===== src/rtl/key_tracker.sv =====
// Two-slot held-key tracker: turns single-key press/release events into a 16-bit {slot1, slot0}
// keycode published once per frame. Slots that see no accepted event for too long are cleared.
module key_tracker #(
  parameter bit          FILTER_EN     = 1'b1,
  parameter int unsigned FRAME_TIMEOUT = 120
) (
  input  logic        Clk,
  input  logic        Reset,
  input  logic        key_valid,
  input  logic        key_make,
  input  logic [7:0]  key_code,
  input  logic        frame_tick,
  output logic [15:0] keycode,
  output logic [1:0]  key_count,
  output logic        overflow
);

  localparam logic [7:0] KEY_W = 8'h1A;
  localparam logic [7:0] KEY_A = 8'h04;
  localparam logic [7:0] KEY_S = 8'h16;
  localparam logic [7:0] KEY_D = 8'h07;
  localparam logic [8:0] TIMEOUT_LIMIT = 9'(FRAME_TIMEOUT);

  logic [7:0] slot0, slot1, slot0_next, slot1_next;
  logic [7:0] timer, timer_next;
  logic       overflow_next;
  logic       is_wasd, accepted, hit, dropped;

  assign is_wasd  = (key_code == KEY_W) || (key_code == KEY_A) ||
                    (key_code == KEY_S) || (key_code == KEY_D);
  assign accepted = key_valid && (key_code != 8'h00) && (!FILTER_EN || is_wasd);
  assign hit      = (slot0 == key_code) || (slot1 == key_code);

  // NOTE: every signal assigned here gets a default first, so no path leaves it unassigned
  // and no latch is inferred.
  always_comb begin
    slot0_next = slot0;
    slot1_next = slot1;
    timer_next = timer;
    dropped    = 1'b0;
    if (accepted) begin
      timer_next = 8'h00;
      if (key_make) begin
        if (!hit) begin
          if (slot0 == 8'h00)      slot0_next = key_code;
          else if (slot1 == 8'h00) slot1_next = key_code;
          else                     dropped    = 1'b1;
        end
      end else if (slot0 == key_code) begin
        // Compaction keeps a lone held key in slot0.
        slot0_next = slot1;
        slot1_next = 8'h00;
      end else if (slot1 == key_code) begin
        slot1_next = 8'h00;
      end
    end else if (frame_tick && (key_count != 2'd0)) begin
      if (({1'b0, timer} + 9'd1) == TIMEOUT_LIMIT) begin
        slot0_next = 8'h00;
        slot1_next = 8'h00;
        timer_next = 8'h00;
      end else begin
        timer_next = timer + 8'd1;
      end
    end
    // slot0 empty implies both slots empty, which is what releases the sticky flag.
    overflow_next = (slot0_next == 8'h00) ? 1'b0 : (overflow || dropped);
  end

  // NOTE: sequential state uses non-blocking assignments so every register samples
  // pre-edge values regardless of statement order.
  always_ff @(posedge Clk or posedge Reset) begin
    if (Reset) begin
      slot0    <= 8'h00;
      slot1    <= 8'h00;
      timer    <= 8'h00;
      overflow <= 1'b0;
      keycode  <= 16'h0000;
    end else begin
      slot0    <= slot0_next;
      slot1    <= slot1_next;
      timer    <= timer_next;
      overflow <= overflow_next;
      if (frame_tick) keycode <= {slot1_next, slot0_next};
    end
  end

  assign key_count = {1'b0, slot0 != 8'h00} + {1'b0, slot1 != 8'h00};

endmodule


===== config.mk =====
export PLATFORM = sky130hd
export DESIGN_NAME = key_tracker
export DESIGN_NICKNAME = d
export VERILOG_FILES = /design/src/rtl/key_tracker.sv
export SDC_FILE = /design/constraint.sdc
export NUM_CORES = 1
export LEC_CHECK = 0
export CAP_MARGIN = 20
export CORE_MARGIN = 2
export CORE_UTILIZATION = 60
export DETAILED_ROUTE_END_ITERATION = 10
export DONT_BUFFER_PORTS = 1
export GPL_TIMING_DRIVEN = 0
export PLACE_DENSITY = 0.86
export SYNTH_ARGS = -nofsm -noshare
export SYNTH_HDL_FRONTEND = slang
export SYNTH_SLANG_ARGS = --single-unit

===== constraint.sdc =====
create_clock -name Clk -period 4.3 [get_ports Clk]
set_input_delay 0.43 -clock Clk [delete_from_list [all_inputs] [get_ports Clk]]
set_output_delay 0.43 -clock Clk [all_outputs]
set_load 0.1 [all_outputs]

-- Word-level counts from Yosys, hierarchy flattened
Cells that the tools add are included.
- register bits after elaboration: 41
- bits of input ports: 13
- output and inout port bits: 19
- logic and storage cells: 56
- $add $sub $neg: 3
- equality and inequality tests: 7
- muxes and demuxes: 25
- reduce and logical (&&, ||, !) cells: 16
- operators by type and width (cell ; count):
    2-to-1 mux 8 bit ; 19
    zero test 8 bit ; 3
    nonzero test 8 bit ; 3
    equality test 8 x 3 -> 1 bit, second input constant ; 2
    equality test 8 x 5 -> 1 bit, second input constant ; 2
    equality test 8 bit ; 2
    adder 8 x 1 -> 9 bit, second input constant ; 1
    equality test 9 x 7 -> 1 bit, second input constant ; 1
    adder 8 x 1 -> 8 bit, second input constant ; 1
    2-to-1 mux 1 bit ; 6
    logical OR 1 bit ; 5
    nonzero test 2 bit ; 2
    logical AND 1 bit ; 3
    adder 1 x 1 -> 2 bit ; 1

-- Longest topological paths before layout
Gate-level depths: netlist of the first run.
- word-level depth: 8
- depth in mapped cells: 10
- mapped depth without buffers: 10

-- Least setup slack after synthesis of the first run
No wires, ideal clock.
- path kind: reg2out
- start: register slot0[2]
- end: output key_count[0]
- arrival: 1925 ps
- required time: 3870 ps
- path slack: 1945 ps
- stages on the path, launching flop included: 6
- buffers on the path: 0
- path through: dfrtp_1 > nor4_1 > nand2_1 > nor2_1 > inv_1 > ha_1
- cells in the longest elaborated chain, start to end: 2
- RTL lines (element ; RTL line ; source):
    start, declared ; 24 ; logic [7:0] slot0, slot1, slot0_next, slot1_next;
    start signal, assigned ; 79 ; slot0 <= slot0_next;
    nonzero test 8 bit ; 87 ; assign key_count = {1'b0, slot0 != 8'h00} + {1'b0, slot1 != 8'h00};
    adder 1 x 1 -> 2 bit ; 87 ;
    end, declared ; 14 ; output logic [1:0] key_count,
Every way passes these cells.

-- Final worst setup path of the first run
Ends and elaborated chain as after synthesis.

==> summary.txt, run 1 <==
Power
  • Cell Int Power: around 0.63 mW
  • Part of the total power dissipated in sequential elements: approximately half
  • Leakage power total: 1.14 nW
  • Power, Total: between 0.9 and 1 mW
  • Max rail drop VDD: between 300 and 400 uV
  • Total power divided by cell area: ~400 mW/mm2
  • Switching power summed over all nets: around 0.32 mW
  • Fraction of power consumed by the clock network: about a third
  • Fraction of power consumed by combinational cells: between 10% and 20%
  • Net switching share of the total power: about a third

Logic synthesis
  • Share of async-settable or async-resettable flops after synthesis: 100%
  • Dominant combinational cell family by area after synthesis: simple AND/OR/NAND/NOR gates
  • Synthesized Nets: about 220
  • Number of different library cells in the post-synthesis netlist: 46
  • Post-synthesis share of cell area spent on and, or, nand and nor gates: between 15 and 20%
  • Post-synth EDFFs: 0
  • Post-synthesis cell count: between 200 and 250
  • Synthesized area per cell: 11.0 um2
  • Yosys synthesis warning count: 0
  • Post-Synth XOR/XNOR Area: around 7.5%
  • Count of state elements after synthesis: between 40 and 50
  • Adder-cell area share of the yosys netlist: about 1.7%
  • Predominant post-synthesis flop cell: dfrtp_1
  • Compound-gate portion of the synthesized area: 15.7%
  • Post-synthesis instance area: between 0.002 and 0.0025 mm2
  • Multiplexer fraction of the synthesized cell area: under 10%
  • Share of the yosys chip area belonging to registers: a little under half

Place
  • Detailed placement HPWL: approximately 3.5 mm
  • I/O Buffers: 0
  • Placer congestion estimate: between 0.9 and 1

Routing
  • Drt pass-1 iters: 4
  • Detailed-route wire length on metal 1: about 2.2 mm
  • Drc violations: 0
  • Sum of met2 wire segment lengths after detailed routing: around 2.4 mm
  • Total number of vias: 1637
  • Final antenna-violating net count: 0
  • Drt wl/cell: 19.2 um
  • Met3 wire length: around 320 um
  • Uppermost routed layer: met4
  • Violation count after the first detailed-routing iteration: 110
  • Final wirelength: 4.96 mm
  • Via/cell ratio: around 6.3

Clock tree
  • Resize count post-CTS: 0
  • Setup bufs post-CTS: 0
  • Clk Tree Root Cell: clkbuf_8
  • Clock latency on the worst-skew pair: roughly 0.30 ns
  • Number of H-tree branching levels: 2
  • CTS Hold Buffers Added: 0
  • Buffer depth of the longest clock path: 2
  • Post-CTS clock slew at the launch and capture registers of the worst setup and hold paths: 0.08 ns
  • Num CTS Buffers: 5
  • TritonCTS clock tree: yes
  • Clock sink count: just over 40

Timing
  • Relative max-transition margin: 33.3%
  • F_max: approximately 340 MHz
  • Min Tclk post-route: between 2 and 3 ns
  • Clock Skew: between 0.006 and 0.007 ns
  • Worst-Margin Slew: roughly 1 ns
  • Unrepaired setup endpoints after global routing: false
  • Setup-violating endpoint count in the final report: 0
  • Final setup TNS: 0 ns
  • Share of the clock period used by the worst path after layout: around 68%
  • Number of hold violations in the final report: 0
  • Final Hold Slack: between 0.15 and 0.2 ns
  • Count of final max-slew check failures: 0

Min path
  • Worst Hold Class: primary input to asynchronous set/reset pin

Floorplanning
  • Vert. Die Dim: between 60 and 70 um
  • Ports placed on the boundary: 32
  • Die span in x: 64.8 um
  • Initial Util: between 60 and 70%
  • Standard-cell rows: 22
  • Total Die Area: between 0.004 and 0.005 mm2
  • Core area: 0.00361 mm2

Worst setup path
  • CP Launch Type: flop
  • Worst stage delay on the critical path: slightly below 0.9 ns
  • Crit-path cells: nor4_1, nand2_1, nor2_1, inv_1, ha_1
  • Worst Path Required: approximately 3.9 ns
  • Setup crit end kind: output port
  • Slowest CP cell: ha_1
  • Buf+Inv Stages, Crit Path: 1
  • Data arrival time at the worst-slack endpoint: about 2.5 ns
  • Worst path top cell family by delay: adder cells
  • CP Max Fanout: 8
  • Crit path kind: flop to output port

Final layout
  • Final nets: about 230
  • Antenna diode count: 0
  • Synthesis-to-finish area growth: 7.89%
  • Most frequent standard cell in the layout excluding fill and tap cells: dfrtp_1
  • Share of post-route cells with drive strength above 1: a little under a quarter
  • Utilization of the core after routing: around two thirds
  • Top library cells by usage in the layout, fill and taps aside: dfrtp_1, xor2_1, nor2_1

Global route
  • Largest net degree at the start of global routing: 42
  • GRT Resource Usage Total: approximately a quarter
  • Global-route wire length before repair: 8.07 mm
  • Vias in the first global route: ~1.6k
  • Antenna violations before repair: 0
  • Remaining global-route overflow: 0

Outcome
  • Outcome: completed

Flow run
  • Reported max-cap violation count: 0
==> routing by layer <==
metal  up-vias  track usage, %
met4         0            11.7
li1        746               -
met3        12            7.29
met5         -               0
met2        68            38.1
met1       811            35.4
==> registers in the layout, summed over array words and instances, names as in the netlist <==
name,flops
keycode,16
overflow,1
timer,8
slot0,8
slot1,8
==> cell type report <==
class / count / area [um2]
Inverter: 6 / 22.5
Clock buffer: 5 / 68.8
Fill cell: 271 / 1210
Clock inverter: 3 / 46.3
Buffer: 7 / 50.0
Tap cell: 48 / 60.1
Multi-Input combinational cell: 148 / 1120
Sequential cell: 41 / 1030
==> worst reg2reg max path, delay by kind of cell, from the launching register on <==
| kind | cells | cell delay (ns) |
|---|---|---|
| fa+ha+maj | 1 | 0.24 |
| flops | 1 | 0.40 |
| mux | 1 | 0.30 |
| simple gates | 7 | 1.60 |
==> power groups by stage <==
stage | combinational (mW) | sequential (mW) | clock [mW]
2_1_floorplan | 0.139 | 0.475 | 0
3_3_place_gp | 0.159 | 0.480 | 0
3_5_place_dp | 0.164 | 0.482 | 0
4_1_cts | 0.165 | 0.474 | 0.322
5_1_grt | 0.181 | 0.480 | 0.334
6_report | 0.164 | 0.475 | 0.316
==> Yosys cell counts, drive strengths merged (4+ instances only) <==
cell type	instances	area share (%)
xor2	18	7.1
nor4	7	2.5
o21ai	12	2.9
buf	6	1.9
a22oi	5	1.7
nand3	5	1.1
a41oi	4	1.6
and2	5	1.7
o22ai	4	1.1
mux2	16	9.5
dfrtp	41	46
nor2	15	2.5
a21oi	11	3.2
inv	6	1.0
nand2	12	2.0
==> stage by stage <==
stage          cells  area, um2  setup WS, ns
6_report         258       2400          1.36
5_1_grt          258       2400          1.23
4_1_cts          258       2400          1.38
3_5_place_dp     250       2280          1.75
3_3_place_gp     250       2280          1.74
2_1_floorplan    202       2220          1.95
==> path summary, 6_finish.rpt <==
path                             start      endpoint  slack, ns  cells past startpoint
min reg2reg                   timer[6]      timer[6]       0.52                      1
min                              Reset   keycode[13]       0.17                      1
min in group Clk           key_code[4]      slot1[4]       0.36                      2
max reg2reg                   slot0[6]    keycode[5]       1.65                      9
max                           slot0[2]  key_count[0]       1.36                      5
max in group asynchronous        Reset    keycode[5]       3.61                      1
==> cells by family after synthesis <==
group / count (synthesis)
DFF: 41
xor gates and xnor gates: 19
buffers and inverters: 13
and+or+nand+nor: 63
AOI/OAI and AO/OA: 47
adders and majority gates: 3
muxes: 16
(Power assumes the default switching activity.)
==> run 2, diff against run 1 <==
- CORE_UTILIZATION: 60 -> 56
- PLACE_DENSITY: 0.86 -> 0.84
- clock period: 4.3 -> 2.6 ns (I/O delays scaled with it)
==> summary.txt, run 2 (synthesis results as in run 1) <==
Power
  • Max rail drop VDD: about 450 uV
  • Leakage power total: about 1.1 nW
  • Total power divided by cell area: approximately 660 mW/mm2

Clock tree
  • Post-CTS clock slew at the launch and capture registers of the worst setup and hold paths: ~0.09 ns
  • Clk Tree Root Cell: clkbuf_8
  • TritonCTS clock tree: yes
  • Number of H-tree branching levels: 2
  • Num CTS Buffers: 5
  • CTS Hold Buffers Added: 0
  • Clock sink count: 41
  • Clock latency on the worst-skew pair: 0.30 ns
  • Buffer depth of the longest clock path: 2

Floorplanning
  • Vert. Die Dim: 67.0 um
  • Standard-cell rows: 22
  • Core area: 0.00374 mm2
  • Die span in x: roughly 67 um
  • Initial Util: between 50% and 60%
  • Ports placed on the boundary: 32
  • Total Die Area: 0.00449 mm2

Final layout
  • Largest Register: keycode
  • Antenna diode count: 0
  • Share of post-route cells with drive strength above 1: ~25%
  • Flip-flop count of the largest register after layout: 16
  • Final nets: between 200 and 250
  • Most frequent standard cell in the layout excluding fill and tap cells: dfrtp_1
  • Top library cells by usage in the layout, fill and taps aside: dfrtp_1, xor2_1, nor2_1
  • Utilization of the core after routing: between 60% and 70%
  • Number of filler cells placed in the layout: approximately 320
  • Synthesis-to-finish area growth: 9.30%

Timing
  • Share of the clock period used by the worst path after layout: 93.7%
  • Number of hold violations in the final report: 0
  • Setup-violating endpoint count in the final report: 0
  • Final setup TNS: 0 ns
  • Relative max-transition margin: between 30% and 40%
  • Clock Skew: between 0.01 and 0.015 ns
  • F_max: a little over 400 MHz
  • Count of final max-slew check failures: 0
  • Min Tclk post-route: 2.44 ns
  • Worst-Margin Slew: 0.946 ns
  • Unrepaired setup endpoints after global routing: false

Global route
  • Met3 usage: slightly above 5%
  • Routing usage on met2: a little under two fifths
  • Met1 track demand over resource in global routing: between 30% and 40%
  • Global-route wire length before repair: between 7 and 8 mm
  • Vias in the first global route: 1604
  • Remaining global-route overflow: 0
  • Busiest layer in global routing: met2
  • Largest net degree at the start of global routing: between 40 and 50
  • GRT Resource Usage Total: approximately a quarter
  • Antenna violations before repair: 0

Outcome
  • Outcome: completed

Worst setup path
  • CP Launch Type: flop
  • Crit-path cells: nor4_1, nand2_1, nor2_2, inv_1, ha_2
  • CP Max Fanout: 8
  • Setup crit end kind: output port
  • Slowest CP cell: ha_2
  • Worst Path Required: around 2.3 ns
  • Data arrival time at the worst-slack endpoint: roughly 2.2 ns
  • Worst path top cell family by delay: simple AND/OR/NAND/NOR gates
  • Crit path kind: flop to output port
  • Worst stage delay on the critical path: around 0.65 ns
  • Buf+Inv Stages, Crit Path: 1

Min path
  • Worst Hold Class: primary input to asynchronous set/reset pin

Place
  • Placer congestion estimate: between 0.9 and 1
  • I/O Buffers: 0
  • Detailed placement HPWL: between 3 and 4 mm

Routing
  • Drc violations: 0
  • Via/cell ratio: 6.43
  • Drt pass-1 iters: 4
  • Final antenna-violating net count: 0
  • Drt wl/cell: between 15 and 20 um
  • Final wirelength: 4.89 mm
  • Total number of vias: around 1.7k
  • Violation count after the first detailed-routing iteration: between 100 and 150

Flow run
  • Reported max-cap violation count: 0
-- run 2: cell count changes in the layout (fill, tap and decap cells not counted) --
cell,delta
nand3_2,+1
nor4_2,-2
nor2_1,-2
ha_1,-1
clkinv_4,-1
nor2_2,+2
clkbuf_8,+1
nor4_4,+2
ha_2,+1
clkbuf_1,+1
nand3_1,-1
clkinvlp_4,-1
-- run 2: where the power goes --
| part | internal (mW) | switching, mW |
|---|---|---|
| Combinational | 0.0913 | 0.189 |
| Sequential | 0.677 | 0.107 |
| Clock | 0.313 | 0.224 |
| Total | 1.08 | 0.521 |
-- run 2: timing repair --
| item | 4_1_cts | 5_1_grt |
|---|---|---|
| setup buffers | 0 | 0 |
| gates resized for setup | 1 | 5 |
| endpoints found under the setup margin | 1 | 12 |
-- run 2: area by class of cell --
cell class              count  area, um2  area share (%)
multi-input cells         148       1150            47.5
flip-flops and latches     41       1030            42.3
clock buffers               7       86.3            3.56
well taps                  48       60.1            2.47
plain buffers               7       50.0            2.06
clock inverters             1       30.0            1.24
inverters                   6       22.5           0.928
-- run 2: final timing paths --
path,slack [ns],to,depth (start not counted),start
max in group asynchronous,2.04,keycode[3],1,Reset
setup reg to reg,0.20,overflow,10,slot0[3]
hold / removal,0.01,keycode[10],1,Reset
hold reg to reg,0.53,timer[6],1,timer[6]
setup / recovery,0.16,key_count[0],5,slot0[2]
min in group Clk,0.19,slot1[4],2,key_code[4]
-- run 2: per-layer routing --
layer	vias up	share of wire, %	routed length, um
li1	752	-	-
met1	824	43	2130
met2	68	48	2330
met3	14	6.9	339
met4	0	1.9	94
met5	-	0	0
-- run 2: metrics by stage --
| step | cells | power [mW] | hold WS (ns) | cell area (um2) | setup slack (ns) |
|---|---|---|---|---|---|
| 2_1_floorplan | 202 | 1.02 | 0.456 | 2220 | 0.415 |
| 3_3_place_gp | 250 | 1.06 | 0.486 | 2280 | 0.118 |
| 3_5_place_dp | 250 | 1.06 | 0.357 | 2280 | 0.0960 |
| 4_1_cts | 258 | 1.60 | 0.0318 | 2400 | 0.0605 |
| 5_1_grt | 258 | 1.67 | 0.0907 | 2430 | 0.0288 |
| 6_report | 258 | 1.60 | 0.0115 | 2430 | 0.163 |
